[src/rtl/serial_adder_ctrl.sv]
// Bit-serial adder/subtractor: one full-adder cell, LSB first, WIDTH cycles per operation.
// Operation sequence: IDLE accepts start, RUN processes one bit per cycle, DONE pulses done for one cycle.
module serial_adder_ctrl #(
  parameter int unsigned WIDTH = 32
) (
  input  logic             clk,
  input  logic             reset,
  input  logic             start,
  input  logic             sub,
  input  logic [WIDTH-1:0] a,
  input  logic [WIDTH-1:0] b,
  output logic             busy,
  output logic             done,
  output logic [WIDTH-1:0] z,
  output logic             cout,
  output logic             ovf
);

  localparam int unsigned IW = $clog2(WIDTH);

  typedef enum logic [1:0] {IDLE, RUN, DONE} state_t;

  state_t           state;
  state_t           state_nxt;
  logic [WIDTH-1:0] a_r;
  logic [WIDTH-1:0] b_r;
  logic [WIDTH-1:0] res;
  logic [WIDTH-1:0] res_c;
  logic [IW-1:0]    idx;
  logic             carry;
  logic             sum_c;
  logic             cy_c;
  logic             last_c;

  // The single full-adder cell plus the partial result that includes this cycle's sum bit.
  always_comb begin
    sum_c      = a_r[idx] ^ b_r[idx] ^ carry;
    cy_c       = (a_r[idx] & b_r[idx]) | (a_r[idx] & carry) | (b_r[idx] & carry);
    last_c     = (idx == IW'(WIDTH - 1));
    res_c      = res;
    res_c[idx] = sum_c;
  end

  // Next-state logic.
  always_comb begin
    state_nxt = state;
    case (state)
      IDLE:    if (start) state_nxt = RUN;
      RUN:     if (last_c) state_nxt = DONE;
      DONE:    state_nxt = IDLE;
      default: state_nxt = IDLE;
    endcase
  end

  // State register, datapath and registered status outputs.
  always_ff @(posedge clk) begin
    if (reset) begin
      state <= IDLE;
      idx   <= '0;
      carry <= 1'b0;
      a_r   <= '0;
      b_r   <= '0;
      res   <= '0;
      z     <= '0;
      cout  <= 1'b0;
      ovf   <= 1'b0;
      busy  <= 1'b0;
      done  <= 1'b0;
    end else begin
      state <= state_nxt;
      busy  <= (state_nxt == RUN);
      done  <= (state_nxt == DONE);
      case (state)
        IDLE: begin
          if (start) begin
            a_r   <= a;
            b_r   <= sub ? ~b : b;
            carry <= sub;
            idx   <= '0;
          end
        end
        RUN: begin
          res   <= res_c;
          carry <= cy_c;
          idx   <= idx + IW'(1);
          // Overflow compares the carry into the MSB with the carry out of it.
          if (last_c) begin
            z    <= res_c;
            cout <= cy_c;
            ovf  <= carry ^ cy_c;
          end
        end
        default: ;
      endcase
    end
  end

endmodule

[config.mk]
export PLATFORM = sky130hd
export DESIGN_NAME = serial_adder_ctrl
export DESIGN_NICKNAME = d
export VERILOG_FILES = /design/src/rtl/serial_adder_ctrl.sv
export SDC_FILE = /design/constraint.sdc
export NUM_CORES = 1
export LEC_CHECK = 0
export CORE_UTILIZATION = 53
export DETAILED_ROUTE_END_ITERATION = 8
export PLACE_DENSITY = 0.8
export SLEW_MARGIN = 40
export SYNTH_ARGS = -nofsm -noshare
export SYNTH_HDL_FRONTEND = slang
export SYNTH_SLANG_ARGS = --single-unit
[constraint.sdc]
create_clock -name clk -period 3.9 [get_ports clk]
set_input_delay 0.585 -clock clk [delete_from_list [all_inputs] [get_ports clk]]
set_output_delay 0.585 -clock clk [all_outputs]
set_load 0.03 [all_outputs]
## Word-level counts from Yosys, hierarchy flattened

Index checks and enable logic that the tools add are counted.

| storage, ports and cells | value |
|---|---|
| input port bits | 68 |
| output and inout bits | 36 |
| bits in registers | 140 |
| word-level logic and storage cells | 49 |

| operators by class | value |
|---|---|
| reductions and logical operators | 6 |
| mux-type cells | 15 |
| $lt $le $gt $ge | 2 |
| eq/ne operators | 5 |
| bitwise gates (word level) | 9 |
| add/subtract/negate cells | 1 |

Operators by type and width:

| kind | count |
|---|---|
| $bwmux W32 | 1 |
| $mux W32 | 1 |
| $not A32 Y32 | 1 |
| $bmux W1 S5 | 2 |
| $pmux W5 S2 | 1 |
| $lt A5 B6 Y1 const B | 1 |
| $reduce_and A2 Y1 | 3 |
| $add A5 B1 Y5 const B | 1 |
| $demux W1 S5 | 1 |
| $eq A5 B5 Y1 const B | 1 |
| $ge A5 B1 Y1 const B | 1 |
| $mux W5 | 1 |
| $eq A2 B1 Y1 const B | 2 |
| $mux W1 | 4 |
| $mux W2 | 2 |
| $pmux W2 S2 | 1 |
| $and A1 B1 Y1 | 3 |
| $xor A1 B1 Y1 | 3 |
| $eq A2 B2 Y1 const B | 1 |
| $logic_not A2 Y1 | 1 |
| $ne A2 B2 Y1 const B | 1 |
| $or A1 B1 Y1 | 2 |
| $pmux W1 S2 | 1 |
| $reduce_bool A2 Y1 | 1 |
| $logic_and A1 B1 Y1 | 1 |

## Longest topological paths before layout

| logic depth | value |
|---|---|
| word-level depth | 6 |
| gate-level depth with buffers | 13 |

## Worst setup path after synthesis

Ideal clock, no wire load.

| timing path | value |
|---|---|
| path kind | reg2reg |
| from | reg idx[1] |
| to | reg res[15] |
| cell stages (with the launch flop) | 13 |
| arrival time | 2617 ps |
| data required time | 3830 ps |
| buffers on the path | 3 |
| setup time | 70 ps |
| clock period less this slack | 2688 ps |
| setup slack | 1212 ps |
| cells stage by stage | dfxtp_1 buf_2 buf_2 mux2i_1 o32ai_1 nor4_1 o21ai_0 a21oi_1 fa_1 clkbuf_1 o21ai_0 nand2_1 a21oi_1 |

| between the ends | value |
|---|---|
| longest elaborated chain between the ends | 5 |

RTL lines:

| what | line | source |
|---|---|---|
| from (decl) | 29 | `logic [IW-1:0] idx;` |
| from (signal assigned) | 85 | `idx <= idx + IW'(1);` |
| $lt A5 B6 Y1 (not written as such) (tied with other cells) | 41 | `res_c[idx] = sum_c;` |
| $logic_and A1 B1 Y1 (not written as such) / $mux W1 (equally long branches) | 41, 37 |  |
| $mux W1 (not written as such) / $xor A1 B1 Y1 (equally long branches) | 41, 37 |  |
| $demux W1 S5 / $xor A1 B1 Y1 (equally long branches) | 41, 37 |  |
| $bwmux W32 * | 41 |  |
| to (signal assigned) | 83 | `res <= res_c;` |
| to (decl) | 27 | `logic [WIDTH-1:0] res;` |

Mark *: on every way between the ends. The rest lies on a longest branch, timed or not. The select of a mux whose other input is x is not followed.
A chain may end at the register's enable or synchronous reset.

## Worst setup path in the final report

Same ends and word-level chain as after synthesis.

==> impl_metrics.env <==
export IMPL_status="finished, violations left"
export IMPL_violations="DRC"
export IMPL_critPathSlowestCell="dfxtp_2"
export IMPL_cp_depth=10
export IMPL_end_kind="flop"
export IMPL_cp_max_fo=33
export IMPL_drive_above_1_share=0.0705
export IMPL_start_util=0.550
export IMPL_fin_area_um2=8030
export IMPL_gp_congestion=0.849
export IMPL_holdWs_ns=0.451
export IMPL_slew_headroom=0.445
export IMPL_grt_pass1_wl_um=26300
export IMPL_r2r_start="idx[1]"
export IMPL_ys_ff_latch=140
export IMPL_async_flop_share=0
export IMPL_die_x_um=112
export IMPL_max_stage_delay_ns=0.84
export IMPL_timing_setup_tns_ns=0
export IMPL_cts_tree="yes"
export IMPL_fin_crit_ns=3.36
export IMPL_avgSynthCellArea_um2=7.92
export IMPL_seq_area_frac_synth=0.441
export IMPL_synth_edff_count=0
export IMPL_postCtsSetupBuffers=0
export IMPL_port_buffers=103
export IMPL_dieArea_um2=12400
export IMPL_io_pins=104
export IMPL_netlist_instances=803
export IMPL_multiInputGateArea_um2=3240
export IMPL_via_count=5882
export IMPL_synth_area_um2=6360
export IMPL_setup_viol_count_final=0
export IMPL_hold_buffers=0
export IMPL_hold_class="flop to flop"
export IMPL_die_height_um=112
export IMPL_cts_max_path_buffers=2
export IMPL_grt_overflow_total=0
export IMPL_dr_pass1_iters=7
export IMPL_synth_flop_cell="dfxtp_1"
export IMPL_wl_per_cell_um=15.5
export IMPL_fin_util=0.695
export IMPL_total_power_mw=3.66
export IMPL_ff2ff_path_depth=10
export IMPL_placedInstanceArea_um2=7380
export IMPL_final_common_cell="nand2_1"
export IMPL_hold_viol=0
export IMPL_skew_ns=0.0124
export IMPL_critPathLaunchType="flop"
export IMPL_power_density_nw_per_um2=456
export IMPL_diodes=0
export IMPL_cp_cell_sequence="mux2i_1 > o32ai_1 > nor4_1 > o21ai_0 > a21oi_1 > fa_1 > buf_4 > o21ai_0 > nand2_1 > a21oi_1"
export IMPL_insertion_delay_ns=0.42
export IMPL_yosys_warnings=0
export IMPL_post_cts_resized=0
export IMPL_critPathRequiredTime_ns=4.23
export IMPL_rsz0062_at_grt="no"
export IMPL_crit_type="flop to flop"
export IMPL_layout_common_cells="208 x nand2_1, 139 x dfxtp_1, 125 x a21oi_1, 101 x clkdlybuf4s50_1, 50 x nor2_1"
export IMPL_seqCellArea_um2=2800
export IMPL_final_nets=942
export IMPL_drc=15
export IMPL_crit_buf_inv=1
export IMPL_clock_sinks=140
export IMPL_cts_buffers=17
export IMPL_synthToLayoutAreaGrowth_pct=26.3
export IMPL_cts_root_buf="clkbuf_16"
export IMPL_cap_viol_max_count=0
export IMPL_irDropWorstVdd_mv=0.242
export IMPL_routed_wl_um=15800
export IMPL_hp_start="z[10]"
export IMPL_clkSlewWorstSetupHoldPaths_ns=0.06
export IMPL_period_share=0.863
export IMPL_slew_viol_final=0
export IMPL_fmax_mhz=297
export IMPL_ant_nets=0
export IMPL_path_delay_family="compound AO/OA/AOI/OAI gates"
export IMPL_tightestPinTransition_ns=0.833
export IMPL_syn_nets=877
export IMPL_grt_antenna_before_repair=0
export IMPL_n_fill_cell=899
export IMPL_grt_usage=0.258
export IMPL_leakage_nw=2.66
export IMPL_grt_max_degree=114
export IMPL_worst_ep_arrival_time_ns=3.69
export IMPL_viasPerCell=5.75
export IMPL_core_um2=11600
export IMPL_htreeDepth=4
export IMPL_synth_cell_types=44
export IMPL_grt_pass1_vias=5774
export IMPL_holdPathStages=2
export IMPL_num_rows=39
export IMPL_cp_startpoint="idx[1]"
export IMPL_dp_hpwl_um=9830
export IMPL_first_iter_violations=398
## final cells by class
class	instances	area share
inverter	6	0.00280
clock inverter	12	0.0263
timing repair buffer	117	0.141
multi-input combinational	586	0.403
sequential	140	0.349
tap	143	0.0223
clock buffer	19	0.0551
## kinds of logic after synthesis
group | Yosys count | share of synthesized area
simple gates | 308 | 0.209
compound gates | 208 | 0.188
flops | 140 | 0.441
buf+inv | 77 | 0.0514
xor+xnor | 33 | 0.0455
mux | 31 | 0.0533
fa+ha+maj | 6 | 0.0130
## path summary, 6_finish.rpt
check / to / slack (ns)
min: z[10] / 0.45
max reg2reg: res[15] / 0.54
max: res[15] / 0.54
min reg2reg: z[10] / 0.45
## stage by stage
stage	instances	setup WS (ns)
after floorplan	803	1.21
after global placement	992	0.841
after detailed placement	992	0.725
after CTS	1023	0.599
after global routing	1023	0.239
final	1023	0.536
## per-layer routing
layer,vias to the layer above,track usage,share of wire
met5,-,0,0
met2,247,0.460,0.51
li1,2880,-,-
met1,2719,0.303,0.40
met3,36,0.0403,0.062
met4,0,0.123,0.022
## report_power, final
group	internal (mW)	switching [mW]
registers	1.48	0.0375
clock network	1.16	0.636
logic	0.156	0.195
total	2.80	0.868
## registers in the layout, summed over array words and instances, names as in the netlist
name,cells
a_r,32
ovf,1
state,2
cout,1
done,1
idx,5
carry,1
busy,1
b_r,32
z,32
res,32
## worst reg2reg max path: stages (launching register included)
cell     delay, ns
dfxtp_2       0.84
mux2i_1       0.32
o32ai_1       0.11
nor4_1        0.32
o21ai_0       0.20
a21oi_1       0.24
fa_1          0.44
buf_4         0.25
o21ai_0       0.31
nand2_1       0.11
a21oi_1       0.14
## cells in the mapped netlist (all sizes together), types with 6 or more instances
library cell | instances | area, µm²
o21ai | 14 | 70.1
xnor2 | 33 | 289
inv | 6 | 22.5
nor2 | 51 | 194
buf | 27 | 139
nand4b | 8 | 70.1
a21oi | 125 | 626
a211oi | 34 | 255
mux2i | 26 | 260
nand2 | 210 | 788
clkbuf | 44 | 165
dfxtp | 140 | 2800
nor3 | 11 | 60.1
a31oi | 21 | 131
No activity file was read; power rests on OpenSTA's default activity.
